## src/rtl/perm_arb.sv

```systemverilog
`default_nettype none
// +--------------------------------------------------------------------------+
// | perm_arb : two-requester round-robin scheduler for one Keccak perm core  |
// | Revision 1.0                                                             |
// +--------------------------------------------------------------------------+
module perm_arb #(
  parameter int DW      = 200,
  parameter int TIMEOUT = 64
) (
  input  logic          i_clk,
  input  logic          i_reset,
  input  logic          i_req0,
  input  logic          i_req1,
  output logic          o_gnt0,
  output logic          o_gnt1,
  input  logic          i_pushin0,
  input  logic          i_pushin1,
  input  logic [2:0]    i_dix0,
  input  logic [2:0]    i_dix1,
  input  logic [DW-1:0] i_din0,
  input  logic [DW-1:0] i_din1,
  output logic          o_p_pushin,
  output logic [2:0]    o_p_dix,
  output logic [DW-1:0] o_p_din,
  input  logic          i_p_pushout,
  input  logic [2:0]    i_p_doutix,
  input  logic [DW-1:0] i_p_dout,
  output logic          o_pushout0,
  output logic          o_pushout1,
  output logic [2:0]    o_doutix,
  output logic [DW-1:0] o_dout,
  output logic          o_busy,
  output logic          o_err
);

  localparam int              c_TW   = $clog2(TIMEOUT) + 1;
  localparam logic [c_TW-1:0] c_TMAX = c_TW'(TIMEOUT - 1);

  typedef enum logic [1:0] {
    S_IDLE  = 2'd0,
    S_LOAD  = 2'd1,
    S_WAIT  = 2'd2,
    S_DRAIN = 2'd3
  } state_t;

  state_t          r_state, w_state_nxt;
  logic            r_owner, w_owner_nxt;
  logic            r_rr, w_rr_nxt;
  logic            r_done, w_done_nxt;
  logic            r_err, w_err_nxt;
  logic [1:0]      r_gnt, w_gnt_nxt;
  logic [2:0]      r_exp, w_exp_nxt;
  logic [c_TW-1:0] r_timer, w_timer_nxt;
  logic            w_fwd, w_route;

  logic            w_own_pin, w_oth_pin;
  logic [2:0]      w_own_dix;
  logic [DW-1:0]   w_own_din;

  logic            r_p_pushin;
  logic [2:0]      r_p_dix;
  logic [DW-1:0]   r_p_din;
  logic            r_pushout0, r_pushout1;
  logic [2:0]      r_doutix;
  logic [DW-1:0]   r_dout;

  assign w_own_pin = r_owner ? i_pushin1 : i_pushin0;
  assign w_oth_pin = r_owner ? i_pushin0 : i_pushin1;
  assign w_own_dix = r_owner ? i_dix1    : i_dix0;
  assign w_own_din = r_owner ? i_din1    : i_din0;

  always_comb begin
    w_state_nxt = r_state;
    w_owner_nxt = r_owner;
    w_rr_nxt    = r_rr;
    w_done_nxt  = r_done;
    w_err_nxt   = r_err;
    w_gnt_nxt   = r_gnt;
    w_exp_nxt   = r_exp;
    w_timer_nxt = r_timer;
    w_fwd       = 1'b0;
    w_route     = 1'b0;
    case (r_state)
      S_IDLE: begin
        if (i_pushin0 || i_pushin1 || i_p_pushout) w_err_nxt = 1'b1;
        if (i_req0 || i_req1) begin
          w_owner_nxt = (i_req0 && i_req1) ? r_rr : i_req1;
          w_gnt_nxt   = ((i_req0 && i_req1) ? r_rr : i_req1) ? 2'b10 : 2'b01;
          w_exp_nxt   = 3'd0;
          w_done_nxt  = 1'b0;
          w_state_nxt = S_LOAD;
        end
      end
      S_LOAD: begin
        if (w_oth_pin || i_p_pushout) w_err_nxt = 1'b1;
        if (w_own_pin) begin
          if (w_own_dix == r_exp) begin
            w_fwd     = 1'b1;
            w_exp_nxt = r_exp + 3'd1;
            if (r_exp == 3'd7) begin
              w_timer_nxt = '0;
              w_state_nxt = S_WAIT;
            end
          end else begin
            w_err_nxt = 1'b1;
          end
        end
      end
      S_WAIT: begin
        if (i_pushin0 || i_pushin1) w_err_nxt = 1'b1;
        if (i_p_pushout) begin
          w_route     = 1'b1;
          w_done_nxt  = (i_p_doutix == 3'd7);
          w_state_nxt = S_DRAIN;
        end else if (r_timer == c_TMAX) begin
          w_err_nxt   = 1'b1;
          w_gnt_nxt   = 2'b00;
          w_state_nxt = S_IDLE;
        end else begin
          w_timer_nxt = r_timer + c_TW'(1);
        end
      end
      S_DRAIN: begin
        if (i_pushin0 || i_pushin1) w_err_nxt = 1'b1;
        // Grant is held one extra cycle so it covers the last routed slice.
        if (r_done) begin
          if (i_p_pushout) w_err_nxt = 1'b1;
          w_gnt_nxt   = 2'b00;
          w_rr_nxt    = ~r_owner;
          w_done_nxt  = 1'b0;
          w_state_nxt = S_IDLE;
        end else if (i_p_pushout) begin
          w_route    = 1'b1;
          w_done_nxt = (i_p_doutix == 3'd7);
        end
      end
      default: w_state_nxt = S_IDLE;
    endcase
  end

  always_ff @(posedge i_clk or posedge i_reset) begin
    if (i_reset) begin
      r_state <= S_IDLE;
      r_owner <= 1'b0;
      r_rr    <= 1'b0;
      r_done  <= 1'b0;
      r_err   <= 1'b0;
      r_gnt   <= 2'b00;
      r_exp   <= 3'd0;
      r_timer <= '0;
    end else begin
      r_state <= w_state_nxt;
      r_owner <= w_owner_nxt;
      r_rr    <= w_rr_nxt;
      r_done  <= w_done_nxt;
      r_err   <= w_err_nxt;
      r_gnt   <= w_gnt_nxt;
      r_exp   <= w_exp_nxt;
      r_timer <= w_timer_nxt;
    end
  end

  always_ff @(posedge i_clk or posedge i_reset) begin
    if (i_reset) begin
      r_p_pushin <= 1'b0;
      r_p_dix    <= 3'd0;
      r_p_din    <= '0;
      r_pushout0 <= 1'b0;
      r_pushout1 <= 1'b0;
      r_doutix   <= 3'd0;
      r_dout     <= '0;
    end else begin
      r_p_pushin <= w_fwd;
      r_pushout0 <= w_route & ~r_owner;
      r_pushout1 <= w_route & r_owner;
      if (w_fwd) begin
        r_p_dix <= w_own_dix;
        r_p_din <= w_own_din;
      end
      if (w_route) begin
        r_doutix <= i_p_doutix;
        r_dout   <= i_p_dout;
      end
    end
  end

  assign o_gnt0     = r_gnt[0];
  assign o_gnt1     = r_gnt[1];
  assign o_p_pushin = r_p_pushin;
  assign o_p_dix    = r_p_dix;
  assign o_p_din    = r_p_din;
  assign o_pushout0 = r_pushout0;
  assign o_pushout1 = r_pushout1;
  assign o_doutix   = r_doutix;
  assign o_dout     = r_dout;
  assign o_busy     = (r_state != S_IDLE);
  assign o_err      = r_err;

endmodule
`default_nettype wire

```

## config.mk

```make
export PLATFORM = sky130hd
export DESIGN_NAME = perm_arb
export DESIGN_NICKNAME = d
export VERILOG_FILES = /design/src/rtl/perm_arb.sv
export SDC_FILE = /design/constraint.sdc
export NUM_CORES = 1
export LEC_CHECK = 0
export CORE_AREA = 2 2 406 408
export CTS_BUF_LIST = sky130_fd_sc_hd__clkbuf_8
export DETAILED_ROUTE_END_ITERATION = 10
export DIE_AREA = 0 0 408 410
export PLACE_DENSITY_LB_ADDON = 0.12
export SLEW_MARGIN = 0
export SYNTH_ARGS = -nofsm -noshare
export SYNTH_HDL_FRONTEND = slang
export SYNTH_SLANG_ARGS = --single-unit
```

## constraint.sdc

```tcl
create_clock -name i_clk -period 28.3 [get_ports i_clk]
set_clock_uncertainty 0.05 [all_clocks]
set_input_delay 7.075 -clock i_clk [delete_from_list [all_inputs] [get_ports i_clk]]
set_output_delay 7.075 -clock i_clk [all_outputs]
set_load 0.1 [all_outputs]
```

Word level (Yosys, flattened, before mapping)

Cells that the tools add are included.

Bitwise gates (word level): 3
Reduce and logical (&&, ||, !) cells: 17
Multiplexer cells: 48
$add $sub $neg: 2
Equality and inequality tests: 18

Operator list:

| cell                                                 | number |
|---|---|
| two-way mux 200 bit                                  | 1 |
| two-way mux 7 bit                                    | 5 |
| two-way mux 1 bit                                    | 21 |
| two-way mux 2 bit                                    | 10 |
| inequality test 2 bit (second input constant)        | 10 |
| case mux 7 bit (2 select lines)                      | 1 |
| two-way mux 3 bit                                    | 4 |
| AND reduction 6 bit                                  | 2 |
| case mux 2 bit (4 select lines)                      | 1 |
| adder 7 x 1 -> 7 bit (second input constant)         | 1 |
| equality test 7 x 6 -> 1 bit (second input constant) | 1 |
| equality test 3 bit (second input constant)          | 2 |
| case mux 2 bit (3 select lines)                      | 1 |
| case mux 3 bit (2 select lines)                      | 1 |
| nonzero test 2 bit                                   | 3 |
| AND reduction 5 bit                                  | 1 |
| equality test 2 bit (second input constant)          | 2 |
| logical OR 1 bit                                     | 4 |
| case mux 1 bit (4 select lines)                      | 1 |
| AND reduction 2 bit                                  | 2 |
| AND reduction 4 bit                                  | 1 |
| adder 3 x 1 -> 3 bit (second input constant)         | 1 |
| equality test 3 bit                                  | 1 |
| inequality test 3 bit (second input constant)        | 1 |
| other kinds (9)                                      | 10 |

Register bits after elaboration: 427
Input bits: 616
Word-level logic and storage cells: 103
Output and inout port bits: 413

Logic depth before layout (Yosys ltp)

Word-level depth: 6
Gate-level depth with buffers: 8
Gate-level depth less buffers: 6

Worst setup path after synthesis

OpenSTA, ideal clock, no wires.

Kind: register to output
Start point: reg r_state[0]
End point: out o_busy
Path slack: 19746 ps
Data required time: 21175 ps
Path buffers: 1
Arrival time: 1429 ps
Stages on the path, launching flop included: 4
Cell sequence: dfrtp_1 -> clkbuf_1 -> nor2_1 -> inv_1

Longest elaborated chain between the ends: 1

RTL lines:

| item                   | line | source |
|---|---|---|
| start, declared        | 46   | `state_t r_state, w_state_nxt;` |
| start signal, assigned | 152  | `r_state <= w_state_nxt;` |
| nonzero test 2 bit     | 196  | `assign o_busy = (r_state != S_IDLE);` |
| end, declared          | 32   | `output logic o_busy,` |

No other way between the ends.

Worst setup path after layout

Start point: in i_dix1[0]
End point: reg r_p_din[164], in the netlist o_p_din[164]

Longest elaborated chain between the ends: 5

RTL lines:

| item                 | line | source |
|---|---|---|
| start, declared      | 19   | `input logic [2:0] i_dix1,` |
| two-way mux 3 bit    | 69   | `assign w_own_dix = r_owner ? i_dix1 : i_dix0;` |
| equality test 3 bit  | 97   | `if (w_own_dix == r_exp) begin` |
| two-way mux 1 bit    | 97   |  |
| two-way mux 1 bit    | 96   | `if (w_own_pin) begin` |
| two-way mux 1 bit    | 83   | `case (r_state)` |
| end signal, assigned | 178  | `r_p_din <= w_own_din;` |
| end, declared        | 62   | `logic [DW-1:0] r_p_din;` |

No other way between the ends.
A chain may end at the register's enable or synchronous reset.

==> impl_metrics.csv <==
group,metric,value,unit
cts,cts_hold_buffers,0,
logic_synthesis,synth.cell_area,17900,um^2
worst_setup_path,cp-end-kind,"register",
die,die_area,167000,um^2
worst_setup_path,cp.arrival,11.10,ns
cells_and_area,syn2layout_area_growth,81.5,%
logic_synthesis,ys_types,34,
cts,ctsHtreeMaxLevel,3,
place,dp_hpwl,73100,um
cells_and_area,final_util,19.9,%
drt,routed_via_density,3.24,
die,design.core.area,163000,um^2
run,max_cap_viol_count,0,
timing,slew_violations,0,
cells_and_area,register_area,10700,um^2
die,die_y,410,um
global_route,grtUsageTotal,11.2,%
logic_synthesis,synth-async-reset-ratio,100,%
place,portBuffers,1028,
timing,max_freq,95.4,MHz
logic_synthesis,syn_inst,1860,
cells_and_area,final_cells,5149,
global_route,top_usage_layer,"met2",
cts,root_buffer,"clkbuf_8",
cts,tritoncts,"yes",
die,io_pins,1029,
drt,avgRoutedWirePerCell,18.8,um
cts,clk_pin_slew,0.05,ns
worst_setup_path,critPathKind,"input port to register",
global_route,grt.met1_usage,11.5,%
cells_and_area,layout.nets,3502,
place,placedCellCount,4978,
drt,drc,0,
die,rows,149,
global_route,grt_pass1_wl,135000,um
cts,clock_latency,0.76,ns
cells_and_area,multiInputGateArea,6720,um^2
logic_synthesis,yosysWarningCount,0,
cells_and_area,design_area,32500,um^2
global_route,grt_antenna_before_repair,11,
logic_synthesis,avgSynthCellArea,9.62,um^2
timing,slew_headroom,8.58,%
logic_synthesis,synth_nets,2479,
drt,drtPass1Iterations,5,
cts,cts_buffer_depth,3,
cts,cts_resized,0,
drt,route.vias.total,16670,
die,die_x,408,um
worst_setup_path,r2r_start,"r_owner$_DFFE_PP0P_",
cts,clkSinkCount,427,
global_route,grt.overflow.total,0,
cts,numCtsBuffers,92,
worst_setup_path,worst_setup_path_start_kind,"input port",
drt,drt_iter0_markers,732,
logic_synthesis,synth_edf_count,0,
logic_synthesis,ys.flop_type,"dfrtp_1",
cells_and_area,drive_above_1_share,5.32,%
logic_synthesis,ys_seq_area_share,59.7,%
hold_path,hold_path_class,"register to register",
timing,setup_viol,0,
place,gp_congestion,0.763,
global_route,use_met3,5.16,%
cts,cts_setup_buffers,0,
timing,rsz0062_at_grt,"no",
worst_setup_path,worst_ep_required_time,28.92,ns
cells_and_area,nFillCells,18101,
global_route,first_global_vias,17551,
worst_setup_path,critPathMaxFanout,233,
timing,fin_crit_sh,37.0,%
drt,detail-route-antenna-nets,0,
worst_setup_path,crit_start,"i_dix1[0]",
timing,hold_violations,0,
global_route,grt_start_max_net_pins,234,
place,placed_area,30600,um^2
timing,fin_crit,10.48,ns
drt,routed_wl,97000,um
status,status,"finished clean",
global_route,met2_usage,19.7,%
hold_path,min_from,"o_dout[68]$_DFFE_PP0N_",
timing,worstMarginPinSlew,1.37,ns
timing,tns,0,ns
logic_synthesis,synth-seq-cells,427,
die,start_util,10.9,%
-- critical path, stage by stage --
cell	delay (ns)
clkdlybuf4s50_1	0.39
mux2i_1	0.83
xnor2_1	0.30
nor4_4	0.32
buf_12	0.46
buf_4	0.83
nor2_1	0.09
a21oi_1	0.14
-- area by class of cell --
type,instances,area share [%]
multi-input combinational,1313,20.7
timing repair buffer,1045,32.1
tap,2189,8.43
clock inverter,50,1.00
inverter,4,0.0694
antenna,11,0.0848
clock buffer,110,4.66
sequential,427,32.9
-- final timing paths --
path,to,slack (ns),cells past startpoint
max in group asynchronous,o_p_din[28]$_DFFE_PP0P_,18.03,6
min in group asynchronous,o_p_din[132]$_DFFE_PP0P_,6.75,2
worst min register to register,o_dout[68]$_DFFE_PP0N_,0.42,2
worst max register to register,o_p_din[164]$_DFFE_PP0P_,23.28,8
worst max-delay path,o_p_din[164]$_DFFE_PP0P_,17.82,8
worst min-delay path,o_dout[68]$_DFFE_PP0N_,0.42,2
-- cell usage in the layout (no fill, tap or decap), types with 2 or more instances in the layout --
master / count
mux2i_1: 204
o221a_2: 2
a22o_1: 5
nor3_1: 2
inv_1: 41
buf_4: 21
clkdlybuf4s50_1: 1021
inv_16: 2
buf_12: 3
clkbuf_8: 110
nand2b_1: 3
a31oi_1: 2
nand3_1: 7
o21a_1: 4
a32o_1: 2
mux2_2: 2
dfrtp_1: 426
or2_2: 2
bufinv_16: 2
clkinvlp_4: 2
a21oi_1: 207
o31a_1: 2
ha_1: 3
diode_2: 11
nor2_1: 209
clkinv_8: 2
clkinv_2: 2
nor2b_1: 3
nand2_1: 628
xnor2_1: 3
o21ai_0: 12
-- sequential cells by signal, indices dropped and copies added (netlist names) --
register,cells
o_dout,200
o_doutix,3
o_err,1
o_p_din,200
o_p_dix,3
o_p_pushin,1
o_pushout0,1
o_pushout1,1
r_done,1
r_exp,3
r_gnt,2
r_owner,1
r_rr,1
r_state,2
r_timer,7
-- Yosys cell counts, drive strengths merged, types with 2 or more instances --
master / n / area share, %
o31a: 2 / 0.098
mux2i: 204 / 11
clkbuf: 69 / 1.4
nand2: 628 / 13
nor2b: 3 / 0.10
o221a: 2 / 0.13
mux2: 2 / 0.13
a22o: 5 / 0.24
nor3: 2 / 0.056
ha: 3 / 0.21
o21ai: 12 / 0.34
nor2: 209 / 4.4
inv: 4 / 0.084
a32o: 2 / 0.11
dfrtp: 427 / 60
xnor2: 3 / 0.15
or2: 2 / 0.070
a31oi: 2 / 0.070
nand3: 8 / 0.22
buf: 47 / 1.3
a21oi: 207 / 5.8
nand2b: 3 / 0.10
o21a: 4 / 0.17
-- cell families after synthesis --
family,count (synthesis),synth area share (%)
and+or+nand+nor,861,18.4
DFF,427,59.7
AOI/OAI and AO/OA,240,7.12
muxes,206,11.5
buffers and inverters,120,2.80
xor gates and xnor gates,3,0.147
adders and majority gates,3,0.210
-- through the flow --
| step | hold slack (ns) | worst slack, ns |
|---|---|---|
| finish | 0.420 | 17.82 |
| global route | 0.441 | 17.55 |
| CTS | 0.426 | 17.84 |
| detailed placement | 0.411 | 16.93 |
| global placement | 0.407 | 16.87 |
| floorplan | 0.411 | 9.29 |
-- per-layer routing --
layer | share of wire [%] | wire length [um]
met5 | 0.042 | 41
met4 | 3.6 | 3520
met3 | 9.4 | 9140
met2 | 51 | 49400
met1 | 36 | 34900
Power is left out: the tool's default activity adds up to more than one toggle a clock period on the data nets, which glitch-free logic cannot reach.
